**src/rtl/mcp3208_pkg.sv**
```systemverilog
// Shared definitions for the MCP3208 ADC emulator: FSM state codes, result
// and channel sizing, output bit positions and the result helpers.
// Optional build macro: MCP3208_LSBF_EN (LSB-first repeat after B0).
package mcp3208_pkg;

  // Result width and channel sizing
  localparam int RESULT_W   = 12;
  localparam int CHAN_COUNT = 8;
  localparam int CHAN_W     = 3;

  // Width of the shared command/bit-position counter
  localparam int POS_W = 5;

  // Frame state encoding
  localparam logic [2:0] ST_IDLE   = 3'd0;
  localparam logic [2:0] ST_START  = 3'd1;
  localparam logic [2:0] ST_CMD    = 3'd2;
  localparam logic [2:0] ST_SAMPLE = 3'd3;
  localparam logic [2:0] ST_DATA   = 3'd4;
  localparam logic [2:0] ST_TAIL   = 3'd5;

  // Index of the last command rise after the start bit (R1..R4 -> 0..3)
  localparam logic [POS_W-1:0] CMD_LAST = 5'd3;

  // Output bit positions, counted in sclk falls from the null bit at F5:
  // position 0 is the null bit, 1..12 carry B11..B0, 13..23 carry B1..B11.
  localparam logic [POS_W-1:0] POS_NULL      = 5'd0;
  localparam logic [POS_W-1:0] POS_MSB_FIRST = 5'd1;
  localparam logic [POS_W-1:0] POS_MSB_LAST  = 5'd12;
  localparam logic [POS_W-1:0] POS_LSB_LAST  = 5'd23;

  typedef logic [RESULT_W-1:0] sample_t;

  // Pseudo-differential result: positive input minus negative input,
  // with anything below zero reported as zero code.
  function automatic sample_t diff_clamp(input sample_t pos_in, input sample_t neg_in);
    logic signed [RESULT_W:0] diff;
    diff = $signed({1'b0, pos_in}) - $signed({1'b0, neg_in});
    return diff[RESULT_W] ? '0 : diff[RESULT_W-1:0];
  endfunction

  // Result bit that belongs on dout at a given output position.
  function automatic logic bit_at(input sample_t value, input logic [POS_W-1:0] pos);
    logic [3:0] idx;
    logic       b;
    b   = 1'b0;
    idx = 4'd0;
    if (pos >= POS_MSB_FIRST && pos <= POS_MSB_LAST) begin
      idx = 4'(POS_MSB_LAST - pos);
      b   = value[idx];
    end else if (pos > POS_MSB_LAST && pos <= POS_LSB_LAST) begin
      idx = 4'(pos - POS_MSB_LAST);
      b   = value[idx];
    end
    return b;
  endfunction

endpackage

```
**src/rtl/spi_sync_edge.sv**
```systemverilog
// Synchronizer plus edge detector for one asynchronous SPI pin.
// Edges are only reported once the chain and the edge register hold real
// samples, so the reset value never shows up as a phantom edge.
module spi_sync_edge #(
  parameter int   STAGES    = 2,
  parameter logic RESET_VAL = 1'b0
) (
  input  logic clock,
  input  logic rst_n,
  input  logic async_in,
  output logic level,
  output logic rise,
  output logic fall
);

  logic [STAGES-1:0] chain;
  logic              prev;
  logic [STAGES:0]   filled;

  // Shift the pin through the flop chain and remember the previous level
  always_ff @(posedge clock or negedge rst_n) begin
    if (!rst_n) begin
      chain  <= {STAGES{RESET_VAL}};
      prev   <= RESET_VAL;
      filled <= '0;
    end else begin
      chain  <= {chain[STAGES-2:0], async_in};
      prev   <= chain[STAGES-1];
      filled <= {filled[STAGES-1:0], 1'b1};
    end
  end

  // Level and qualified single-cycle edge strobes
  always_comb begin
    level = chain[STAGES-1];
    rise  = filled[STAGES] & chain[STAGES-1] & ~prev;
    fall  = filled[STAGES] & ~chain[STAGES-1] & prev;
  end

endmodule

```
**src/rtl/mcp3208_emu.sv**
```systemverilog
// MCP3208 12-bit 8-channel SPI ADC emulator. The host loads the channel
// values; an SPI master reads them back with the standard MCP3208 frame.
// Optional build macro: MCP3208_LSBF_EN repeats B1..B11 LSB-first after B0.
module mcp3208_emu
  import mcp3208_pkg::*;
#(
  parameter int SYNC_STAGES = 2
) (
  input  logic                clock,
  input  logic                rst_n,
  input  logic                cs_n,
  input  logic                sclk,
  input  logic                din,
  output logic                dout,
  output logic                dout_oe,
  input  logic                wr_en,
  input  logic [CHAN_W-1:0]   wr_addr,
  input  logic [RESULT_W-1:0] wr_data,
  output logic                frame_done,
  output logic [CHAN_W-1:0]   frame_chan,
  output logic                frame_sgl,
  output logic                frame_err
);

`ifdef MCP3208_LSBF_EN
  localparam logic [POS_W-1:0] POS_DATA_LAST = POS_LSB_LAST;
`else
  localparam logic [POS_W-1:0] POS_DATA_LAST = POS_MSB_LAST;
`endif

  logic cs_level, cs_rise, cs_fall;
  logic sclk_level, sclk_rise, sclk_fall;
  logic din_level, din_rise, din_fall;
  logic unused_edges;

  sample_t chan_reg [CHAN_COUNT];

  logic [2:0]        state;
  logic [POS_W-1:0]  cnt;
  logic [2:0]        cmd_bits;
  logic              cmd_valid;
  logic              cmd_sgl;
  logic [CHAN_W-1:0] cmd_chan;
  sample_t           result;

  logic [CHAN_W-1:0] r4_chan;
  sample_t           r4_value;

  spi_sync_edge #(.STAGES(SYNC_STAGES), .RESET_VAL(1'b1)) u_sync_cs (
    .clock    (clock),
    .rst_n    (rst_n),
    .async_in (cs_n),
    .level    (cs_level),
    .rise     (cs_rise),
    .fall     (cs_fall)
  );

  spi_sync_edge #(.STAGES(SYNC_STAGES), .RESET_VAL(1'b0)) u_sync_sclk (
    .clock    (clock),
    .rst_n    (rst_n),
    .async_in (sclk),
    .level    (sclk_level),
    .rise     (sclk_rise),
    .fall     (sclk_fall)
  );

  spi_sync_edge #(.STAGES(SYNC_STAGES), .RESET_VAL(1'b0)) u_sync_din (
    .clock    (clock),
    .rst_n    (rst_n),
    .async_in (din),
    .level    (din_level),
    .rise     (din_rise),
    .fall     (din_fall)
  );

  assign unused_edges = ^{cs_rise, sclk_level, din_rise, din_fall};

  // Host-side channel value registers, writable at any time
  always_ff @(posedge clock or negedge rst_n) begin
    if (!rst_n) begin
      for (int i = 0; i < CHAN_COUNT; i++) begin
        chan_reg[i] <= '0;
      end
    end else if (wr_en) begin
      chan_reg[wr_addr] <= wr_data;
    end
  end

  // Conversion result as it would be latched on the fourth command rise
  always_comb begin
    r4_chan  = {cmd_bits[1:0], din_level};
    r4_value = cmd_bits[2] ? chan_reg[r4_chan]
                           : diff_clamp(chan_reg[r4_chan], chan_reg[r4_chan ^ 3'd1]);
  end

  // Frame sequencer: command capture, result shift-out and frame reporting
  always_ff @(posedge clock or negedge rst_n) begin
    if (!rst_n) begin
      state      <= ST_IDLE;
      cnt        <= '0;
      cmd_bits   <= '0;
      cmd_valid  <= 1'b0;
      cmd_sgl    <= 1'b0;
      cmd_chan   <= '0;
      result     <= '0;
      dout       <= 1'b0;
      dout_oe    <= 1'b0;
      frame_done <= 1'b0;
      frame_chan <= '0;
      frame_sgl  <= 1'b0;
      frame_err  <= 1'b0;
    end else begin
      frame_done <= 1'b0;
      if (cs_level && state != ST_IDLE) begin
        state   <= ST_IDLE;
        dout    <= 1'b0;
        dout_oe <= 1'b0;
        if (state != ST_START) begin
          frame_done <= 1'b1;
          frame_chan <= cmd_valid ? cmd_chan : '0;
          frame_sgl  <= cmd_valid & cmd_sgl;
          frame_err  <= (state != ST_TAIL);
        end
      end else begin
        case (state)
          ST_IDLE: begin
            if (cs_fall) begin
              state     <= ST_START;
              cnt       <= '0;
              cmd_bits  <= '0;
              cmd_valid <= 1'b0;
            end
          end
          ST_START: begin
            if (sclk_rise && din_level) begin
              state <= ST_CMD;
              cnt   <= '0;
            end
          end
          ST_CMD: begin
            if (sclk_rise) begin
              cmd_bits <= {cmd_bits[1:0], din_level};
              if (cnt == CMD_LAST) begin
                result    <= r4_value;
                cmd_sgl   <= cmd_bits[2];
                cmd_chan  <= r4_chan;
                cmd_valid <= 1'b1;
                cnt       <= POS_NULL;
                state     <= ST_SAMPLE;
              end else begin
                cnt <= cnt + 5'd1;
              end
            end
          end
          ST_SAMPLE: begin
            if (sclk_rise) begin
              cnt <= POS_MSB_FIRST;
            end else if (sclk_fall && cnt == POS_MSB_FIRST) begin
              dout    <= 1'b0;
              dout_oe <= 1'b1;
              state   <= ST_DATA;
            end
          end
          ST_DATA: begin
            if (sclk_fall) begin
              dout <= bit_at(result, cnt);
              if (cnt == POS_DATA_LAST) begin
                state <= ST_TAIL;
              end else begin
                cnt <= cnt + 5'd1;
              end
            end
          end
          ST_TAIL: begin
            if (sclk_fall) begin
              dout <= 1'b0;
            end
          end
          default: begin
            state   <= ST_IDLE;
            dout    <= 1'b0;
            dout_oe <= 1'b0;
          end
        endcase
      end
    end
  end

endmodule

```
**config.mk**
```make
export PLATFORM = sky130hd
export DESIGN_NAME = mcp3208_emu
export DESIGN_NICKNAME = d
export VERILOG_FILES = /design/src/rtl/mcp3208_pkg.sv /design/src/rtl/spi_sync_edge.sv /design/src/rtl/mcp3208_emu.sv
export SDC_FILE = /design/constraint.sdc
export NUM_CORES = 1
export LEC_CHECK = 0
export CAP_MARGIN = 20
export CORE_MARGIN = 3
export CORE_UTILIZATION = 54
export CTS_BUF_LIST = sky130_fd_sc_hd__clkbuf_4 sky130_fd_sc_hd__clkbuf_8
export CTS_CLUSTER_SIZE = 14
export DETAILED_ROUTE_END_ITERATION = 7
export GPL_ROUTABILITY_DRIVEN = 0
export PLACE_DENSITY_LB_ADDON = 0.08
export SLEW_MARGIN = 5
export SYNTH_ARGS = -nofsm -noshare
export SYNTH_HDL_FRONTEND = slang
export SYNTH_SLANG_ARGS = --single-unit
```
**constraint.sdc**
```tcl
create_clock -name clock -period 3.9 [get_ports clock]
set_input_delay 0.39 -clock clock [delete_from_list [all_inputs] [get_ports clock]]
set_output_delay 0.39 -clock clock [all_outputs]
set_load 0.02 [all_outputs]
```
# Word level (Yosys, flattened, before mapping)
# Index checks and enable logic that the tools add are counted.
# Widths: inputs -> output; s select.
[op_classes]
addsub = 4
n_lt_le_gt_ge = 10
n_eq_ne = 29
n_mux = 55
bitwise = 15
n_reduce_logical = 20
[op_table]
columns = ["cell", "count"]
rows = [
  ["$bwmux 96", 1],
  ["$mux 12", 7],
  ["$bmux 12 s3", 2],
  ["$demux 12 s3", 1],
  ["$mux 3", 12],
  ["$mux 5", 7],
  ["$ne 3x3->1 const B", 10],
  ["$pmux 5 s5", 1],
  ["$pmux 3 s6", 1],
  ["$mux 1", 17],
  ["$ne 2x2->1 const B", 8],
  ["$sub 12x12->13", 1],
  ["$ge 4x4->1 const B", 3],
  ["$not 3->4", 3],
  ["$lt 4x5->1 const B", 2],
  ["$reduce_and 5->1", 2],
  ["$reduce_and 9->1", 1],
  ["$bmux 1 s4", 2],
  ["$reduce_and 4->1", 2],
  ["$reduce_and 8->1", 1],
  ["$and 1x1->1", 7],
  ["$eq 3x2->1 const B", 2],
  ["$eq 3x3->1 const B", 2],
  ["$logic_and 1x1->1", 6],
  ["26 further kinds", 32],
]
[word_totals]
reg_bits = 146
elab_cells = 161

# Logic depth before layout (Yosys ltp)
# Gate-level depths: netlist of run 1.
[logic_depth]
ltp_word = 8
mapped_depth = 16
mapped_depth_nobuf = 13

# By module
# Synthesis of run 1 repeated with hierarchy kept, for this count alone.
[unflattened]
cells_unflattened = 638
hier_area_um2 = 8215.4
[modules_own_cells]
columns = ["module", "n_inst", "cells_per_inst", "area_each_um2", "seq_area_each_um2"]
rows = [
  ["mcp3208_emu", 1, 611, 7697.4, 3303.2],
  ["spi_sync_edge (u_sync_din ...)", 2, 9, 171.4, 150.1],
  ["spi_sync_edge (u_sync_cs)", 1, 9, 175.2, 153.9],
]

# Worst setup path after synthesis of run 1
# Ideal clock, no wire load.
[synth_timing]
path_kind = "register -> register"
startpoint = "register cmd_bits[0]"
endpoint = "register result[7]"
arrival_ns = 3.394
t_required_ns = 3.818
setup_slack_ns = 0.424
path_stages_with_launch = 14
path_buffers = 3
cell_sequence = "dfrtp_1 > clkbuf_1 > buf_1 > mux4_2 > mux2i_1 > fa_1 > a21o_1 > a221oi_2 > o21a_2 > or4_4 > nand2_2 > buf_6 > nand3b_2 > a31oi_1"
[synth_via]
elab_chain_len = 7
elab_cells_between_ends = 11
cone_classes = "1 x add/sub; 8 x mux; 2 x bitwise"
[synth_rtl]
columns = ["item", "line", "rtl"]
rows = [
  ["from (decl)", "mcp3208_emu.sv:40", "logic [2:0] cmd_bits;"],
  ["from (signal assigned)", "mcp3208_emu.sv:142", "cmd_bits <= {cmd_bits[1:0], din_level};"],
  ["$not 3->4 (on tied branches)", "mcp3208_emu.sv:92, mcp3208_emu.sv:93", ""],
  ["$bmux 12 s3 (on tied branches)", "mcp3208_emu.sv:92, mcp3208_emu.sv:93", ""],
  ["$mux 12 (on tied branches) (2 in a row)", "mcp3208_emu.sv:92, mcp3208_emu.sv:93", ""],
  ["$sub 12x12->13", "mcp3208_pkg.sv:38", "diff = $signed({1'b0, pos_in}) - $signed({1'b0, neg_in});"],
  ["$mux 12", "mcp3208_pkg.sv:39", "return diff[RESULT_W] ? '0 : diff[RESULT_W-1:0];"],
  ["$mux 12 *", "mcp3208_emu.sv:92", "r4_value = cmd_bits[2] ? chan_reg[r4_chan]"],
  ["to (signal assigned)", "mcp3208_emu.sv:144", "result <= r4_value;"],
  ["to (decl)", "mcp3208_emu.sv:44", "sample_t result;"],
]
# Mark *: on every way between the ends. The rest lies on a longest branch, timed or not. The select of a mux whose other input is x is not followed.
# A chain may end at the register's enable or synchronous reset.

# Worst setup path after layout of run 1
[layout_timing]
startpoint = "register u_sync_din.chain[1]"
endpoint = "register result[8]"
[layout_via]
elab_chain_len = 8
elab_cells_between_ends = 12
cone_classes = "1 x add/sub; 8 x mux; 3 x bitwise"
[layout_rtl]
columns = ["item", "line", "rtl"]
rows = [
  ["from (decl)", "spi_sync_edge.sv:16", "logic [STAGES-1:0] chain;"],
  ["from (signal assigned)", "spi_sync_edge.sv:23", "chain <= {STAGES{RESET_VAL}};"],
  ["from (signal assigned)", "spi_sync_edge.sv:27", "chain <= {chain[STAGES-2:0], async_in};"],
  ["$not 1->1", "-", ""],
  ["$not 3->4 (implied by the code)", "mcp3208_emu.sv:93", ": diff_clamp(chan_reg[r4_chan], chan_reg[r4_chan ^ 3'd1]);"],
  ["$bmux 12 s3", "mcp3208_emu.sv:93", ""],
  ["$mux 12 (implied by the code) (2 in a row)", "mcp3208_emu.sv:93", ""],
  ["$sub 12x12->13", "mcp3208_pkg.sv:38", ""],
  ["$mux 12", "mcp3208_pkg.sv:39", ""],
  ["$mux 12 *", "mcp3208_emu.sv:92", ""],
]
# Marked as above.

==> results.md, run 1 <==
- GRT Total Usage: 23.0%
- Critical path class: reg -> reg
- Placed Instances: 823
- Clk Latency, worst-skew pair: 0.45 ns
- Max reg flops: 96
- Min-delay worst type: in -> reg
- Most frequent cells after synthesis: 140 x dfrtp_1, 100 x mux2_2, 69 x nand2_1
- Critical path's largest stage delay: 0.53 ns
- Required @ worst endpoint: 4.27 ns
- DRC Markers: 0
- Most numerous cell in the Yosys netlist: dfrtp_1
- Ys async rst share: 100%
- Fin. Hold Viols: 0
- Sequential fraction of the synthesis area: 45.3%
- Peak supply drop: 0.341 mV
- Cts bufs inserted: 17
- Synth top area cells: dfrtp_1 44%, mux4_2 15%, mux2_2 14%, nand2_1 3.3%, ha_1 2.8%
- Final Cycle Share: 89.7%
- Synth Area per Inst: 12.4 um^2
- Initial Util: 56.1%
- Relative slew slack: 54.5%
- Num rows: 43
- Synth Register Bits: 143
- # setup viols final: 0
- Clock root buffer: clkbuf_8
- Skew final: 0.0113 ns
- IO Pins: 29
- Crit path top cell by count: nand2_1
- Die height: 127 um
- Vias in the first global route: 5599
- Gate Count Post-Synth: 635
- Sink Count: 143
- Fin nets: 703
- Slew Limit Fails: 0
- Resized cells post-CTS: 0
- Worst EP arrival: 3.87 ns
- Die X: 127 um
- Largest fanout on the critical path: 29
- I/O Buffers: 28
- Yosys cell types: 56
- Status: finished, final reports clean
- Leak pwr: 3.72 nW
- Synth Flop Type: dfrtp_1
- MaxCap Viol Count: 0
- Crit path capture type: flop
- Total number of yosys warnings: 0
- Die area: 16100 um^2
- Hold Buf Count CTS: 1
- Setup repair after global routing missed its margin: false
- Setup Buffers After CTS: 0
- Finished Layout Cells: 856
- Gr ovfl total: 0
- WL final: 17.3 mm
- 1st-iter DRT viols: 300
- Setup TNS: 0 ns
- CTS tree: yes
- Antenna-violating nets left: 0
- Crit-path cells: buf_12, mux4_2, nand2_1, nand2_1, ha_1, and3_1, a221oi_2, o21a_2, or4_4, nand2_2, a22oi_1, a21oi_1
- Wire length per cell: 20.2 um
- Synth area leader: dfrtp_1
- Synth Net Count: 675
- Tightest Pin Transition: 0.683 ns
- Vias per std cell: 6.29
- Min Tclk post-route: 3.50 ns
- # diodes: 0
- Initial DRT Pass Iterations: 5
- F_max: 0.286 GHz
- Critical path's slowest cell: or4_4
- Core area: 14100 um^2
- Yosys top cell area share: 44.3%
- H-tree level count: 4
- Setup crit start kind: flop
- Vias: 5382
- EDFF count, synth: 0
- First-pass GRT wire length: 29.0 mm
- Clock transition at the registers of the reported paths: 0.08 ns
- PD cells: 610 nW/um^2
- Mapped Area: 7910 um^2
- Layout cells sized above 1: 32.5%
- Dpl hpwl: 11.6 mm
- Longest Clk Path Bufs: 2
- Area Overhead vs Synth: 11.6%
- Initial antenna violation count: 0
- Pin count of the biggest net entering global routing: 77
==> path summary, 6_finish.rpt <==
kind	slack, ns	to	cells after the start	startpoint
min in group asynchronous	0.48	frame_done	2	rst_n
min reg2reg	0.35	u_sync_sclk.chain[1]	0	u_sync_sclk.chain[0]
min	0.34	u_sync_cs.chain[0]	1	cs_n
max reg2reg	0.40	result[8]	12	u_sync_din.chain[1]
max in group asynchronous	2.54	u_sync_cs.chain[1]	3	rst_n
max	0.40	result[8]	12	u_sync_din.chain[1]
==> report_power, final <==
| part | internal, mW | switching, mW |
|---|---|---|
| Clock | 0.546 | 0.582 |
| Combinational | 1.16 | 1.06 |
| Sequential | 1.75 | 0.288 |
| Total | 3.46 | 1.93 |
==> final cells by class <==
type                    count  area [um^2]
clock buffers              20          269
inverters                  13         48.8
multi-input cells         443         4140
well taps                 180          225
repair buffers             45          449
flip-flops and latches    143         3580
clock inverters            12          113
fillers                  1111         5270
==> worst max-delay path, delay by kind of cell, from the launching register on <==
kind                       cells  cell delay [ns]
DFF                            1             0.51
and+or+nand+nor                5             1.12
AOI/OAI and AO/OA              4             0.62
adders and majority gates      1             0.40
muxes                          1             0.52
buffers and inverters          1             0.25
==> layer usage <==
| metal | part of all wire [%] | track usage [%] |
|---|---|---|
| met4 | 2.2 | 8.08 |
| met3 | 3.4 | 4.43 |
| met2 | 51 | 38.4 |
| met1 | 43 | 30.3 |
| met5 | 0 | 0 |
==> per-stage QoR <==
stage	setup slack, ns	cell area, um^2	utilization, %	hold WS [ns]	power (mW)
2_1_floorplan	0.424	7910	-	0.0944	3.77
3_3_place_gp	0.535	8430	59.8	0.333	4.18
3_5_place_dp	0.433	8430	59.8	0.335	4.26
4_1_cts	0.413	8820	62.6	0.310	5.41
5_1_grt	0.192	8820	62.6	0.309	5.76
6_report	0.401	8820	62.6	0.338	5.39
==> kinds of logic (layout without fill, tap and decap cells) <==
kind of cell	after synthesis	after routing	synth area share (%)
AOI/OAI and AO/OA	100	100	8.02
muxes	167	167	31.3
adders and majority gates	19	19	3.10
and+or+nand+nor	147	147	8.61
buffers and inverters	49	90	2.63
xor gates and xnor gates	9	9	0.997
DFF	143	143	45.3
other	1	1	0.0474
==> cells in the final DEF (no fill, tap or decap), types with 7 or more instances in the layout <==
cell type and instances:
mux4_2 54, o21ai_0 22, buf_4 13, xnor2_1 7, inv_1 11, dfrtp_1 138
clkbuf_8 19, clkdlybuf4s50_1 27, ha_1 18, a21oi_1 30, a22oi_1 11, nor2_1 29
mux2i_1 13, mux2_2 100, nand2_1 69, nor3_1 8
Power figures use the tool's default switching activity.
==> run 2: changes to the inputs <==
Settings changed: DONT_BUFFER_PORTS from default to 1.
==> run 2 against run 1 <==
Non-clock buffer count is 29 lower. Clock-buffer cell count is 1 higher. Largest power group unchanged. Critical path depth stayed put. Largest cell class unchanged. Sequential cell count stayed put. Die area stayed put. Clock skew is 0.00071 ns higher. Utilization is 1.6 points lower.
==> results.md, run 2 (same netlist as run 1, synthesis figures left out) <==
- Pin count of the biggest net entering global routing: 144 (+87%)
- Longest Clk Path Bufs: 2 (unchanged)
- RR Startpoint: u_sync_din.chain[1]
- Worst EP arrival: 3.93 ns (+0.06 ns)
- Fin. Hold Viols: 0 (unchanged)
- Relative slew slack: 29.6% (-25 points)
- Crit path capture type: flop
- Status: finished, final reports clean
- Setup TNS: 0 ns (unchanged)
- GRT Total Usage: 22.4% (-0.54 points)
- Sink Count: 143 (unchanged)
- Min Hold Slack: 0.0808 ns (-0.257 ns)
- Commonest non-fill, non-tap cell in the layout: dfrtp_1
- Area Overhead vs Synth: 8.72%
- Crit Reg-Reg Endpoint: result[2]
- MaxCap Viol Count: 0 (unchanged)
- Filler Cell Count: 1107 (-0.36%)
- Die X: 127 um (unchanged)
- Cts bufs inserted: 17 (unchanged)
- Peak supply drop: 0.381 mV (+12%)
- Gr ovfl total: 0 (unchanged)
- Layout cells sized above 1: 33.1% (+0.58 points)
- Wire length per cell: 20.3 um (+0.73%)
- Vias per std cell: 6.28 (-0.16%)
- Max reg flops: 96 (unchanged)
- Initial antenna violation count: 0 (unchanged)
- # setup viols final: 0 (unchanged)
- Skew final: 0.0120 ns (+0.000715 ns)
- Setup slack, reg-to-reg: 0.34 ns (-0.06 ns)
- Total power: 5.43 mW (+0.87%)
- Core area: 14100 um^2 (unchanged)
- H-tree level count: 4 (unchanged)
- Final Cycle Share: 91.2% (+1.5 points)
- WL final: 16.8 mm (-2.8%)
- Hold depth: 1 (unchanged)
- Initial DRT Pass Iterations: 4 (-1)
- Critical path class: reg -> reg
- Vias in the first global route: 5365 (-4.2%)
- Die height: 127 um (unchanged)
- PD cells: 632 nW/um^2 (+3.6%)
- Leak pwr: 3.64 nW (-2.2%)
- Setup crit start kind: flop
- Slew Limit Fails: 0 (unchanged)
- Hold Crit Start: wr_data[9]
- Hold Path End: chan_reg[33]
- Largest fanout on the critical path: 35 (+21%)
- Required @ worst endpoint: 4.28 ns (about the same)
- Min-delay worst type: in -> reg
- Dpl hpwl: 11.3 mm (-2.8%)
- F_max: 0.281 GHz (-1.7%)
- Clock transition at the registers of the reported paths: 0.08 ns (about the same)
- Antenna-violating nets left: 0 (unchanged)
- Fin nets: 674 (-4.1%)
- Tightest Pin Transition: 1.05 ns (+0.368 ns)
- Clk Latency, worst-skew pair: 0.46 ns (about the same)
- First-pass GRT wire length: 28.3 mm (-2.2%)
- Initial Util: 56.1% (unchanged)
- Resized cells post-CTS: 0 (unchanged)
- CTS tree: yes
- Vias: 5185 (-3.7%)
- Setup repair after global routing missed its margin: false
- 1st-iter DRT viols: 310 (+3.3%)
- I/O Buffers: 0 (-100%)
- Die area: 16100 um^2 (unchanged)
- Register-to-Register Path Depth: 12 (unchanged)
- # diodes: 0 (unchanged)
- CP startpoint: u_sync_din.chain[1]
- IO Pins: 29 (unchanged)
- Clock root buffer: clkbuf_8
- Min Tclk post-route: 3.56 ns (+0.0598 ns)
- Most frequent cells in the layout: 138 x dfrtp_1, 100 x mux2_2, 69 x nand2_1, 54 x mux4_2, 30 x a21oi_1
- DRC Markers: 0 (unchanged)
- Num rows: 43 (unchanged)
run 2: critical path, stage by stage, from the launching register on:
cell and delay [ns]:
dfrtp_2 0.56, buf_12 0.29, mux4_2 0.53, nand2_1 0.08
nand2_1 0.08, ha_1 0.37, and3_1 0.20, a221oi_2 0.08
o21a_2 0.23, or4_4 0.53, nand2_2 0.22, a22oi_1 0.11
a21oi_1 0.17
run 2: where the power goes:
group | total [mW] | switching (mW) | internal, mW
Combinational | 2.14 | 1.00 | 1.14
Clock | 1.23 | 0.556 | 0.675
Sequential | 2.06 | 0.311 | 1.75
run 2: metal layers:
layer  GRT usage [%]  vias up  share of wire, %
li1                -     2383                 -
met1            29.6     2702                43
met2            37.5       79                51
met3            4.77       21               3.5
met4            7.32        0               1.8
met5               0        -                 0
run 2: worst max path at each step:
stage	end	slack [ns]	cells after the start
after floorplan	result[7]	0.42	13
after global placement	result[1]	0.42	12
after detailed placement	result[2]	0.37	12
after CTS	result[2]	0.34	12
after global routing	result[2]	0.08	12
final	result[2]	0.34	12
run 2: repair_timing:
item | in CTS | in global routing
hold endpoints to repair | 146 | 0
buffers inserted | 0 | 0
hold buffers | 5 | 0
run 2: through the flow:
stage / instances / cell area [um^2] / worst slack [ns] / util [%]
floorplan: 635 / 7910 / 0.424 / -
global placement: 790 / 8110 / 0.419 / 57.6
detailed placement: 790 / 8110 / 0.373 / 57.6
CTS: 826 / 8590 / 0.341 / 61.0
global route: 826 / 8590 / 0.0776 / 61.0
finish: 826 / 8590 / 0.341 / 61.0
run 2: area by class of cell:
| cell class | instances | area [um^2] | share of cell area (%) |
|---|---|---|---|
| clock inverter | 10 | 136 | 1.59 |
| multi-input combinational | 443 | 4140 | 48.1 |
| clock buffer | 21 | 277 | 3.22 |
| sequential | 143 | 3580 | 41.7 |
| inverter | 13 | 48.8 | 0.568 |
| tap | 180 | 225 | 2.62 |
| timing repair buffer | 16 | 188 | 2.18 |
